$ cat src/rtl/uart_rx_ctrl_pkg.sv
// Shared definitions for the UART receiver: FSM state encoding and the
// baud-counter timing constants used by the external counter and by benches.
package uart_rx_ctrl_pkg;

    typedef enum logic [2:0] {
        ST_IDLE   = 3'd0,
        ST_START  = 3'd1,
        ST_DATA   = 3'd2,
        ST_PARITY = 3'd3,
        ST_STOP   = 3'd4
    } state_t;

    // Clocks per bit, and clocks from counter enable to the first mid-bit strobe
    localparam int BPS_PERIOD = 2083;
    localparam int BPS_HALF   = 1041;

endpackage

$ cat src/rtl/rx_sync_edge.sv
// Two-flop synchronizer for the asynchronous rx line, plus falling-edge detect
// on the synchronized value. All flops reset to the idle line level.
module rx_sync_edge (
    input  logic clk,
    input  logic rstn,
    input  logic rx,
    output logic rx_s,
    output logic fall
);

    logic meta_q;
    logic sync_q;
    logic prev_q;

    always_ff @(posedge clk or negedge rstn) begin
        if (!rstn) begin
            meta_q <= 1'b1;
            sync_q <= 1'b1;
            prev_q <= 1'b1;
        end else begin
            meta_q <= rx;
            sync_q <= meta_q;
            prev_q <= sync_q;
        end
    end

    assign rx_s = sync_q;
    // A held-low line (break) never produces a second edge until it returns high
    assign fall = prev_q & ~sync_q;

endmodule

$ cat src/rtl/uart_rx_ctrl.sv
// UART receive controller: frames the synchronized rx line using mid-bit strobes
// from an external baud counter, which it enables through count_sig.
module uart_rx_ctrl
    import uart_rx_ctrl_pkg::*;
#(
    parameter int DATA_BITS  = 8,
    parameter bit PARITY_EN  = 1'b0,
    parameter bit PARITY_ODD = 1'b0
) (
    input  logic                 clk,
    input  logic                 rstn,
    input  logic                 rx,
    input  logic                 bps_clk,
    output logic                 count_sig,
    output logic [DATA_BITS-1:0] rx_data,
    output logic                 rx_valid,
    output logic                 frame_err,
    output logic                 parity_err,
    output logic                 busy
);

    localparam int               CNT_W    = $clog2(DATA_BITS + 1);
    localparam logic [CNT_W-1:0] LAST_BIT = CNT_W'(DATA_BITS - 1);

    state_t               state_q, state_d;
    logic [CNT_W-1:0]     bit_cnt_q, bit_cnt_d;
    logic [DATA_BITS-1:0] shift_q, shift_d;
    logic [DATA_BITS-1:0] data_q, data_d;
    logic                 count_q, count_d;
    logic                 valid_q, valid_d;
    logic                 ferr_q, ferr_d;
    logic                 perr_q, perr_d;
    logic                 par_bad_q, par_bad_d;
    logic                 rx_s;
    logic                 rx_fall;

    rx_sync_edge u_sync (
        .clk  (clk),
        .rstn (rstn),
        .rx   (rx),
        .rx_s (rx_s),
        .fall (rx_fall)
    );

    always_ff @(posedge clk or negedge rstn) begin
        if (!rstn) begin
            state_q   <= ST_IDLE;
            bit_cnt_q <= '0;
            shift_q   <= '0;
            data_q    <= '0;
            count_q   <= 1'b0;
            valid_q   <= 1'b0;
            ferr_q    <= 1'b0;
            perr_q    <= 1'b0;
            par_bad_q <= 1'b0;
        end else begin
            state_q   <= state_d;
            bit_cnt_q <= bit_cnt_d;
            shift_q   <= shift_d;
            data_q    <= data_d;
            count_q   <= count_d;
            valid_q   <= valid_d;
            ferr_q    <= ferr_d;
            perr_q    <= perr_d;
            par_bad_q <= par_bad_d;
        end
    end

    always_comb begin
        state_d   = state_q;
        bit_cnt_d = bit_cnt_q;
        shift_d   = shift_q;
        data_d    = data_q;
        count_d   = count_q;
        par_bad_d = par_bad_q;
        valid_d   = 1'b0;
        ferr_d    = 1'b0;
        perr_d    = 1'b0;

        case (state_q)
            ST_IDLE: begin
                // Strobes arriving here are stale and deliberately ignored
                if (rx_fall) begin
                    state_d = ST_START;
                    count_d = 1'b1;
                end
            end
            ST_START: begin
                if (bps_clk) begin
                    if (!rx_s) begin
                        state_d   = ST_DATA;
                        bit_cnt_d = '0;
                        par_bad_d = 1'b0;
                    end else begin
                        state_d = ST_IDLE;
                        count_d = 1'b0;
                    end
                end
            end
            ST_DATA: begin
                if (bps_clk) begin
                    shift_d   = {rx_s, shift_q[DATA_BITS-1:1]};
                    bit_cnt_d = bit_cnt_q + 1'b1;
                    if (bit_cnt_q == LAST_BIT) begin
                        state_d = PARITY_EN ? ST_PARITY : ST_STOP;
                    end
                end
            end
            ST_PARITY: begin
                if (bps_clk) begin
                    par_bad_d = ((^shift_q) ^ rx_s) != PARITY_ODD;
                    state_d   = ST_STOP;
                end
            end
            ST_STOP: begin
                if (bps_clk) begin
                    // A bad stop bit outranks a parity error
                    if (rx_s) begin
                        if (PARITY_EN && par_bad_q) begin
                            perr_d = 1'b1;
                        end else begin
                            data_d  = shift_q;
                            valid_d = 1'b1;
                        end
                    end else begin
                        ferr_d = 1'b1;
                    end
                    state_d = ST_IDLE;
                    count_d = 1'b0;
                end
            end
            default: begin
                state_d = ST_IDLE;
                count_d = 1'b0;
            end
        endcase
    end

    assign count_sig  = count_q;
    assign rx_data    = data_q;
    assign rx_valid   = valid_q;
    assign frame_err  = ferr_q;
    assign parity_err = perr_q;
    assign busy       = (state_q != ST_IDLE);

endmodule

$ cat config.mk
export PLATFORM = sky130hd
export DESIGN_NAME = uart_rx_ctrl
export DESIGN_NICKNAME = d
export VERILOG_FILES = /design/src/rtl/uart_rx_ctrl_pkg.sv /design/src/rtl/rx_sync_edge.sv /design/src/rtl/uart_rx_ctrl.sv
export SDC_FILE = /design/constraint.sdc
export NUM_CORES = 1
export LEC_CHECK = 0
export ABC_AREA = 1
export ABC_CLOCK_PERIOD_IN_PS = 1140
export BUFFER_PORTS_ARGS = -buffer_cell sky130_fd_sc_hd__buf_2
export CORE_MARGIN = 10
export CORE_UTILIZATION = 45
export DETAILED_ROUTE_END_ITERATION = 10
export PLACE_DENSITY = 0.74
export SLEW_MARGIN = 40
export SYNTH_ARGS = -nofsm -noshare
export SYNTH_HDL_FRONTEND = slang
export SYNTH_SLANG_ARGS = --single-unit
$ cat constraint.sdc
create_clock -name clk -period 1.14 [get_ports clk]
set_input_delay 0.057 -clock clk [delete_from_list [all_inputs] [get_ports clk]]
set_output_delay 0.057 -clock clk [all_outputs]
set_load 0.02 [all_outputs]
==> results.json <==
{
  "cp-end-kind": "register",
  "crit_top_cell": "nand2_4",
  "initial_utilization": 0.4705,
  "fmax_mhz": 768.7,
  "synth_top_area_frac": 0.5058,
  "crit_arrival_ns": 1.53,
  "antenna_left": 0,
  "drv_cap": 0,
  "vias_per_cell": 5.182,
  "synth_nets": 134,
  "synthArstFlopShare": 1.000,
  "drc": 0,
  "drt_iter0_drc": 91,
  "synthSimpleGateAreaFrac": 0.2276,
  "synth_compound_area_frac": 0.1128,
  "multiInputGateArea_um2": 646.9,
  "num_antenna_cells": 0,
  "hold_viol_final": 0,
  "core_area_mm2": 0.002734,
  "numCtsBuffers": 5,
  "critPathKind": "register to register",
  "worstHoldPathType": "input port to asynchronous set/reset pin",
  "fin_crit_sh": 1.141,
  "place_congestion": 0.8339,
  "cp_data_required_time_ns": 1.37,
  "cts_tree": "built",
  "cp_num_buf_inv": 2,
  "r2r-end": "state_q[1]$_DFFE_PN0P_",
  "synth_top_family_by_area": "simple AND/OR/NAND/NOR gates",
  "synth-xor-area-share": 0.006809,
  "cts_max_level": 2,
  "area_growth_pct": 46.79,
  "cp-start-kind": "register",
  "io_buffers": 15,
  "yosys_most_used_dff": "dfrtp_1",
  "ys_warn_count": 0,
  "dr.pass1.iters": 4,
  "yosys.area_share.adder": 0.009728,
  "cts.sinks": 29,
  "place_area_mm2": 0.001460,
  "min_period_ns": 1.301,
  "status": "finished with violations",
  "skew_ns": 0.008092,
  "wirelength_mm": 3.452,
  "nets": 182,
  "die_w_um": 73.47,
  "fin_cells": 209,
  "grt_pass1_wl_mm": 4.491,
  "yosys-top-cells-count": "nand2_1 (36), dfrtp_1 (26), inv_1 (15)",
  "cts_root_buf": "clkbuf_4",
  "design_area_mm2": 0.001888,
  "n_fill_cell": 183,
  "synthMuxAreaShare": 0,
  "r2r_slack_ns": -0.16,
  "drv_slew": 0,
  "yosys.area.top_type": "dfrtp_1",
  "violations": "setup timing",
  "timing.final.ws_setup_ns": -0.1609,
  "grt.total_usage": 0.1072,
  "synthCells": 129,
  "r2r-start": "state_q[1]$_DFFE_PN0P_",
  "finalSetupViolCount": 26,
  "dpl.hpwl_mm": 1.758,
  "fin_tns_setup_ns": -2.448,
  "drive_gt1_frac": 0.5225,
  "ys_ff_latch": 29,
  "rsz0062_at_grt": "yes",
  "crit_chain": "buf_6, nand2_4, nor2_4, buf_12, nand2_4, nand3_4, nand2_2, nand2_1",
  "synth_area_mm2": 0.001286,
  "rows": 19,
  "yosysMostFrequentCell": "nand2_1",
  "r2r_cells": 8,
  "dp_slack_ns": -0.1113,
  "ys_seq_area_frac": 0.5671,
  "clk_pin_slew_ns": 0.10,
  "synth_cell_type_count": 26,
  "ir_drop_uv": 2156,
  "grt_overflow_total": 0,
  "die_h_um": 73.47,
  "grt_pass1_vias": 998,
  "wl_per_cell_um": 16.52,
  "leakage_uw": 0.0009100,
  "syn-mean-instance-area_um2": 9.971,
  "path_max_fanout": 5,
  "seqCellArea_um2": 732.0,
  "dieArea_mm2": 0.005397,
  "dp.cells": 181,
  "synth-edff-count": 0,
  "cp_slowest_cell": "dfrtp_2",
  "cts_buffer_depth": 2,
  "grt_max_degree": 19,
  "vias": 1083,
  "clk_latency_ns": 0.33,
  "synthTopCellsByArea": "dfrtp_1 (51%), nand2_1 (11%), o21ai_2 (6.8%)",
  "power_density_mw_per_mm2": 2371,
  "max_stage_delay_ns": 0.45,
  "crit_family": "flip-flops",
  "antenna_found_initial": 0,
  "ioPinCount": 17
}
registers in the layout, indices dropped and copies added (netlist names):
| register | cells |
|---|---|
| bit_cnt_q | 4 |
| count_sig | 1 |
| frame_err | 1 |
| rx_data | 8 |
| rx_valid | 1 |
| shift_q | 8 |
| state_q | 3 |
| u_sync.meta_q | 1 |
| u_sync.prev_q | 1 |
| u_sync.rx_s | 1 |
area by class of cell:
class,count,share of cell area
Clock inverter,1,0.01590
Tap cell,31,0.02054
Sequential cell,29,0.3877
Timing Repair Buffer,41,0.1723
Multi-Input combinational cell,84,0.3426
Inverter,16,0.03181
Clock buffer,7,0.02916
worst max-delay path by stage:
stage,from,to,slack [ns],depth (start not counted)
after floorplan,state_q[2]$_DFFE_PN0P_,shift_q[7]$_DFFE_PN0P_,-0.05,7
after global placement,state_q[0]$_DFFE_PN0P_,rx_data[4]$_DFFE_PN0P_,-0.05,4
after detailed placement,state_q[1]$_DFFE_PN0P_,bit_cnt_q[0]$_DFFE_PN0P_,-0.11,6
after CTS,state_q[1]$_DFFE_PN0P_,busy,-0.12,4
after global routing,state_q[1]$_DFFE_PN0P_,state_q[0]$_DFFE_PN0P_,-0.20,6
final,state_q[1]$_DFFE_PN0P_,state_q[1]$_DFFE_PN0P_,-0.16,8
cell usage in the layout (no fill, tap or decap), drive strengths merged, types with 2 or more instances in the layout:
master | Yosys | layout
dfstp | 3 | 3
clkbuf | 0 | 7
dfrtp | 26 | 26
o21ai | 20 | 20
inv | 16 | 16
nand2 | 38 | 40
nor2 | 3 | 3
nand3 | 10 | 10
dlygate4sd3 | 0 | 2
nand4 | 3 | 4
buf | 3 | 39
stage by stage:
step | hold slack [ns] | total power (µW) | util
3_5_place_dp | -0.02732 | 2684 | 0.5341
3_3_place_gp | -0.03749 | 2635 | 0.5341
2_1_floorplan | -0.2386 | 2264 | -
4_1_cts | 0.07064 | 3974 | 0.6169
5_1_grt | 0.1661 | 4714 | 0.6906
6_report | 0.1641 | 4476 | 0.6906
layer usage:
layer  track usage  routed length (µm)  vias up
met3       0.04038                 142        7
met1        0.1185                1522      529
met2        0.1714                1734       24
li1              -                   -      523
met4       0.06211                  53        0
met5             0                   0        -
logic make-up (layout without fill, tap and decap cells):
family / count (synthesis) / after routing
and+or+nand+nor: 57 / 60
DFF: 29 / 29
AOI/OAI and AO/OA: 21 / 21
buffers and inverters: 19 / 65
adders and majority gates: 1 / 1
other: 1 / 1
xor gates and xnor gates: 1 / 1
power breakdown:
part           leakage, µW  internal [µW]  switching, µW
clock network    0.0000455            523            371
logic             0.000481            970           1200
registers         0.000383           1250            164
worst reg2reg max path: stages, from the launching register on:
cell	delay (ns)
dfrtp_2	0.45
buf_6	0.14
nand2_4	0.08
nor2_4	0.04
buf_12	0.15
nand2_4	0.09
nand3_4	0.10
nand2_2	0.09
nand2_1	0.06
what timing repair did:
item                       in CTS  in global routing
cloned                          0                  3
gates resized for setup        17                 24
pin swaps                      10                  8
hold buffers                    2                  0
setup buffers                   8                  7
setup endpoints to repair      26                 26
hold endpoints to repair       30                  0
(Power assumes the default switching activity.)
